File: src/rtl/lamp_pwm_driver.sv
// Lamp PWM driver: turns the controller's on/off request into a PWM drive
// whose duty ramps one LSB at a time toward a captured target brightness.
//
// state     | meaning
// ----------+-----------------------------------------------------------
// OFF       | lamp dark, nivel = 0, waiting for saida
// RAMP_UP   | stepping nivel toward alvo (either direction)
// ON        | nivel held at alvo, brilho_max ignored
// RAMP_DOWN | stepping nivel toward 0; saida re-request restarts RAMP_UP
module lamp_pwm_driver #(
    parameter int PWM_BITS    = 8,
    parameter int RAMP_STEP_T = 20
) (
    input  logic                clk,
    input  logic                rst,
    input  logic                saida,
    input  logic [PWM_BITS-1:0] brilho_max,
    output logic                lampada,
    output logic [PWM_BITS-1:0] nivel,
    output logic                acesa,
    output logic                rampa_ativa
);

    localparam int STEP_W = (RAMP_STEP_T > 1) ? $clog2(RAMP_STEP_T) : 1;
    localparam logic [STEP_W-1:0]   STEP_LAST = STEP_W'(RAMP_STEP_T - 1);
    // PWM counter stops one short of all-ones so that nivel = all-ones is a
    // true 100% duty.
    localparam logic [PWM_BITS-1:0] PWM_LAST  = {{(PWM_BITS-1){1'b1}}, 1'b0};

    typedef enum logic [1:0] {
        OFF       = 2'd0,
        RAMP_UP   = 2'd1,
        ON        = 2'd2,
        RAMP_DOWN = 2'd3
    } state_t;

    state_t              state;
    state_t              state_next;
    logic [PWM_BITS-1:0] alvo;
    logic [PWM_BITS-1:0] alvo_next;
    logic [PWM_BITS-1:0] nivel_next;
    logic [PWM_BITS-1:0] pwm_cnt;
    logic [STEP_W-1:0]   step_cnt;
    logic                tick;

    assign tick = (step_cnt == STEP_LAST);

    // Next-state, target capture and brightness stepping.
    always_comb begin
        state_next = state;
        alvo_next  = alvo;
        nivel_next = nivel;
        case (state)
            OFF: begin
                if (saida) begin
                    state_next = RAMP_UP;
                    alvo_next  = brilho_max;
                end
            end
            RAMP_UP: begin
                // A reversal wins over a pending tick so nivel never jumps.
                if (!saida) begin
                    state_next = RAMP_DOWN;
                end else if (nivel == alvo) begin
                    state_next = ON;
                end else if (tick) begin
                    if (nivel < alvo) nivel_next = nivel + 1'b1;
                    else              nivel_next = nivel - 1'b1;
                end
            end
            ON: begin
                if (!saida) state_next = RAMP_DOWN;
            end
            RAMP_DOWN: begin
                if (saida) begin
                    state_next = RAMP_UP;
                    alvo_next  = brilho_max;
                end else if (nivel == '0) begin
                    state_next = OFF;
                end else if (tick) begin
                    nivel_next = nivel - 1'b1;
                end
            end
            default: state_next = OFF;
        endcase
    end

    // State, target, level and status registers; status follows next-state.
    always_ff @(posedge clk or posedge rst) begin
        if (rst) begin
            state       <= OFF;
            alvo        <= '0;
            nivel       <= '0;
            acesa       <= 1'b0;
            rampa_ativa <= 1'b0;
        end else begin
            state       <= state_next;
            alvo        <= alvo_next;
            nivel       <= nivel_next;
            acesa       <= (state_next != OFF);
            rampa_ativa <= (state_next == RAMP_UP) || (state_next == RAMP_DOWN);
        end
    end

    // Step prescaler: restarts on every state entry so k steps take k*RAMP_STEP_T cycles.
    always_ff @(posedge clk or posedge rst) begin
        if (rst) begin
            step_cnt <= '0;
        end else if (state_next != state) begin
            step_cnt <= '0;
        end else if (tick) begin
            step_cnt <= '0;
        end else begin
            step_cnt <= step_cnt + 1'b1;
        end
    end

    // Free-running PWM counter, independent of the FSM.
    always_ff @(posedge clk or posedge rst) begin
        if (rst) begin
            pwm_cnt <= '0;
        end else if (pwm_cnt == PWM_LAST) begin
            pwm_cnt <= '0;
        end else begin
            pwm_cnt <= pwm_cnt + 1'b1;
        end
    end

    // Registered PWM compare drives the lamp stage.
    always_ff @(posedge clk or posedge rst) begin
        if (rst) begin
            lampada <= 1'b0;
        end else begin
            lampada <= (pwm_cnt < nivel);
        end
    end

endmodule

File: config.mk
export PLATFORM = sky130hd
export DESIGN_NAME = lamp_pwm_driver
export DESIGN_NICKNAME = d
export VERILOG_FILES = /design/src/rtl/lamp_pwm_driver.sv
export SDC_FILE = /design/constraint.sdc
export NUM_CORES = 1
export LEC_CHECK = 0
export ABC_AREA = 1
export CAP_MARGIN = 0
export CORE_UTILIZATION = 45
export DETAILED_ROUTE_END_ITERATION = 8
export PLACE_DENSITY = 0.65
export SYNTH_ARGS = -nofsm -noshare
export SYNTH_HDL_FRONTEND = slang
export SYNTH_SLANG_ARGS = --single-unit
export TNS_END_PERCENT = 50
File: constraint.sdc
create_clock -name clk -period 1.9 [get_ports clk]
set_input_delay 0.57 -clock clk [delete_from_list [all_inputs] [get_ports clk]]
set_output_delay 0.57 -clock clk [all_outputs]
set_load 0.005 [all_outputs]
==> impl_metrics.toml <==
[clock_network]
clk_path_buf_depth = 2
clock-root-buffer = "clkbuf_8"
clk_latency_ns = 0.29
cts_tree = "done"
clock_sinks = 33
cts.clk_slew.worst_paths_ns = 0.07
numCtsBuffers = 5
htreeDepth = 2

[critical_path]
crit_start = "nivel[3]"
crit_path_start_kind = "register"
endpoint_kind = "primary output"
reg2reg_from = "nivel[5]"
crit_arrival_ns = 1.28
regToRegSetupSlack_ns = 0.11
cp.required_ns = 1.33
critPathKind = "register to primary output"
cp_max_fo = 4

[drt]
antenna_left = 0
wl_per_cell_um = 12.4
drc = 0
vias = 1947
first_pass_iters = 4
wl_um = 4830
vias_per_cell = 5.01
drt-initial-drc-count = 75

[logic_synthesis]
ys_warn_count = 0
syn-cell-area_sq_mm = 0.00220
synth_compound_area_frac = 0.0857
avgSynthCellArea_sq_um = 7.90
syn_inst = 279
synth_edf_count = 0
async_reset_ff_frac = 1.00
yosysSeqAreaShare = 0.375
yosysUniqueCellTypes = 35
synth_simple_gate_area_frac = 0.300
synth.area.mux_share = 0.00511
synth_ff_type = "dfrtp_1"
synth_top_family_by_area = "simple AND/OR/NAND/NOR gates"
synthXorXnorAreaFrac = 0.0278
syn_nets = 314
synth-adder-area-share = 0.136
yosys_register_bits = 33

[placement]
place_congestion = 0.857
port_buffers = 21
placed_cells = 380
hpwlAfterDp_um = 3490
placed_cell_area_sq_mm = 0.00262
dp_slack_ns = -0.136

[grt]
grt_overflow = 0
grt_pass1_wl_um = 8530
grt_start_max_net_pins = 34
groute.usage.overall = 0.214
grt_pass1_vias = 1906
antenna_found_initial = 0

[die]
ios = 22
floorplan.initialDensity = 0.467
die_x_um = 72.0
dieHeight_um = 72.0
core-area_sq_mm = 0.00472
dieArea_sq_mm = 0.00518
num_rows = 25

[power_and_ir_drop]
power_mw = 2.98
comb_power_share = 0.424
pwr-share-clk = 0.266
p_leak_nw = 1.52
p_int_mw = 1.86
vdd_drop_max_mv = 0.832
p_switching_mw = 1.11
power.density_mw_per_mm2 = 1050
swShare = 0.374
seqPwrFrac = 0.310

[sta]
timing.final.crit_share = 0.975
hold_viol_final = 0
finalSetupViolCount = 0
clock_skew_ns = 0.00508
worstMarginPinSlew_ns = 0.355
fin_tns_setup_ns = 0
fmax_ghz = 0.540
rsz0062_at_grt = "true"
slew_headroom = 0.761
finalWorstSetupSlack_ns = 0.0475
slew_viol_final = 0
period_minus_slack_ns = 1.85
timing.hold.ws_ns = 0.506

[final_layout]
syn_to_final_growth_pct = 28.7
post-route-util = 0.601
final-instance-count-excl-fill = 389
diodes = 0
final_common_cell = "nand2_1"
final_area_sq_mm = 0.00284
nets = 356
drive_above_1_share = 0.158
final_cell_mix = "53 x nand2_1, 35 x inv_1, 32 x dfrtp_1, 31 x nor2_1, 26 x nand3_1"

[status]
status = "complete, no violations"

[worst_hold_path]
hold_path_class = "register to register"
hp-start = "pwm_cnt[0]"

[run]
maxCapViolCount = 0
==> path summary, 6_finish.rpt <==
| path | endpoint | depth (start not counted) |
|---|---|---|
| worst max register to register | step_cnt[2] | 11 |
| worst min-delay path | pwm_cnt[0] | 1 |
| worst min register to register | pwm_cnt[0] | 1 |
| max in group asynchronous | rampa_ativa | 3 |
| worst max-delay path | nivel[3] | 2 |
| min in group asynchronous | step_cnt[3] | 3 |
==> flip-flops by register name, indices dropped and copies added, names as in the netlist <==
| signal | count |
|---|---|
| alvo | 8 |
| pwm_cnt | 8 |
| step_cnt | 5 |
| state | 1 |
| nivel | 8 |
| lampada | 1 |
| rampa_ativa | 1 |
| acesa | 1 |
==> cells in the mapped netlist, types with 2 or more instances <==
cell	count	area, sq um
or2_2	3	18.8
nand2_2	2	12.5
nand3_1	26	130
o21ai_0	4	20.0
nor2_2	3	18.8
a21oi_1	19	95.1
dfrtp_1	33	826
nand4_1	8	50.1
nor3_1	3	15.0
nor2_1	34	128
nand2_1	55	206
o21ai_1	2	10.0
inv_1	35	131
xor2_1	6	52.6
nand3_2	2	20.0
ha_1	24	300
nor3_2	2	20.0
==> cell families after synthesis <==
family / count (synthesis)
adders and majority gates: 24
xor gates and xnor gates: 7
DFF: 33
AOI/OAI and AO/OA: 32
muxes: 1
and+or+nand+nor: 143
buffers and inverters: 39
==> critical path, cell delays in order, from the launching register on <==
cell	delay (ns)
dfrtp_1	0.36
buf_4	0.14
clkdlybuf4s50_1	0.50
==> metal layers <==
layer,up-vias,GRT usage,share of wire
li1,999,-,-
met1,910,0.275,0.48
met2,29,0.357,0.47
met3,9,0.0431,0.027
met4,0,0.0806,0.018
met5,-,0,0
==> power groups by stage <==
stage | registers [mW] | clock network [mW] | logic (mW)
2_1_floorplan | 0.916 | 0 | 0.851
3_3_place_gp | 0.931 | 0 | 1.15
3_5_place_dp | 0.937 | 0 | 1.17
4_1_cts | 0.923 | 0.807 | 1.18
5_1_grt | 0.941 | 0.840 | 1.46
6_report | 0.924 | 0.793 | 1.26
==> area by class of cell <==
cell class	count	area (sq um)
clock buffers	5	68.8
clock inverters	3	65.1
fillers	429	1890
inverters	36	135
multi-input cells	207	1260
flip-flops and latches	33	827
well taps	67	83.8
repair buffers	38	393
==> what timing repair did <==
action | 4_1_cts | 5_1_grt
hold buffers | 0 | 0
cloned | 0 | 0
gates resized for setup | 1 | 19
buffers inserted | 1 | 0
endpoints found under the setup margin | 1 | 16
pin swaps | 0 | 1
Note: power is estimated with default switching activity, not from simulation.
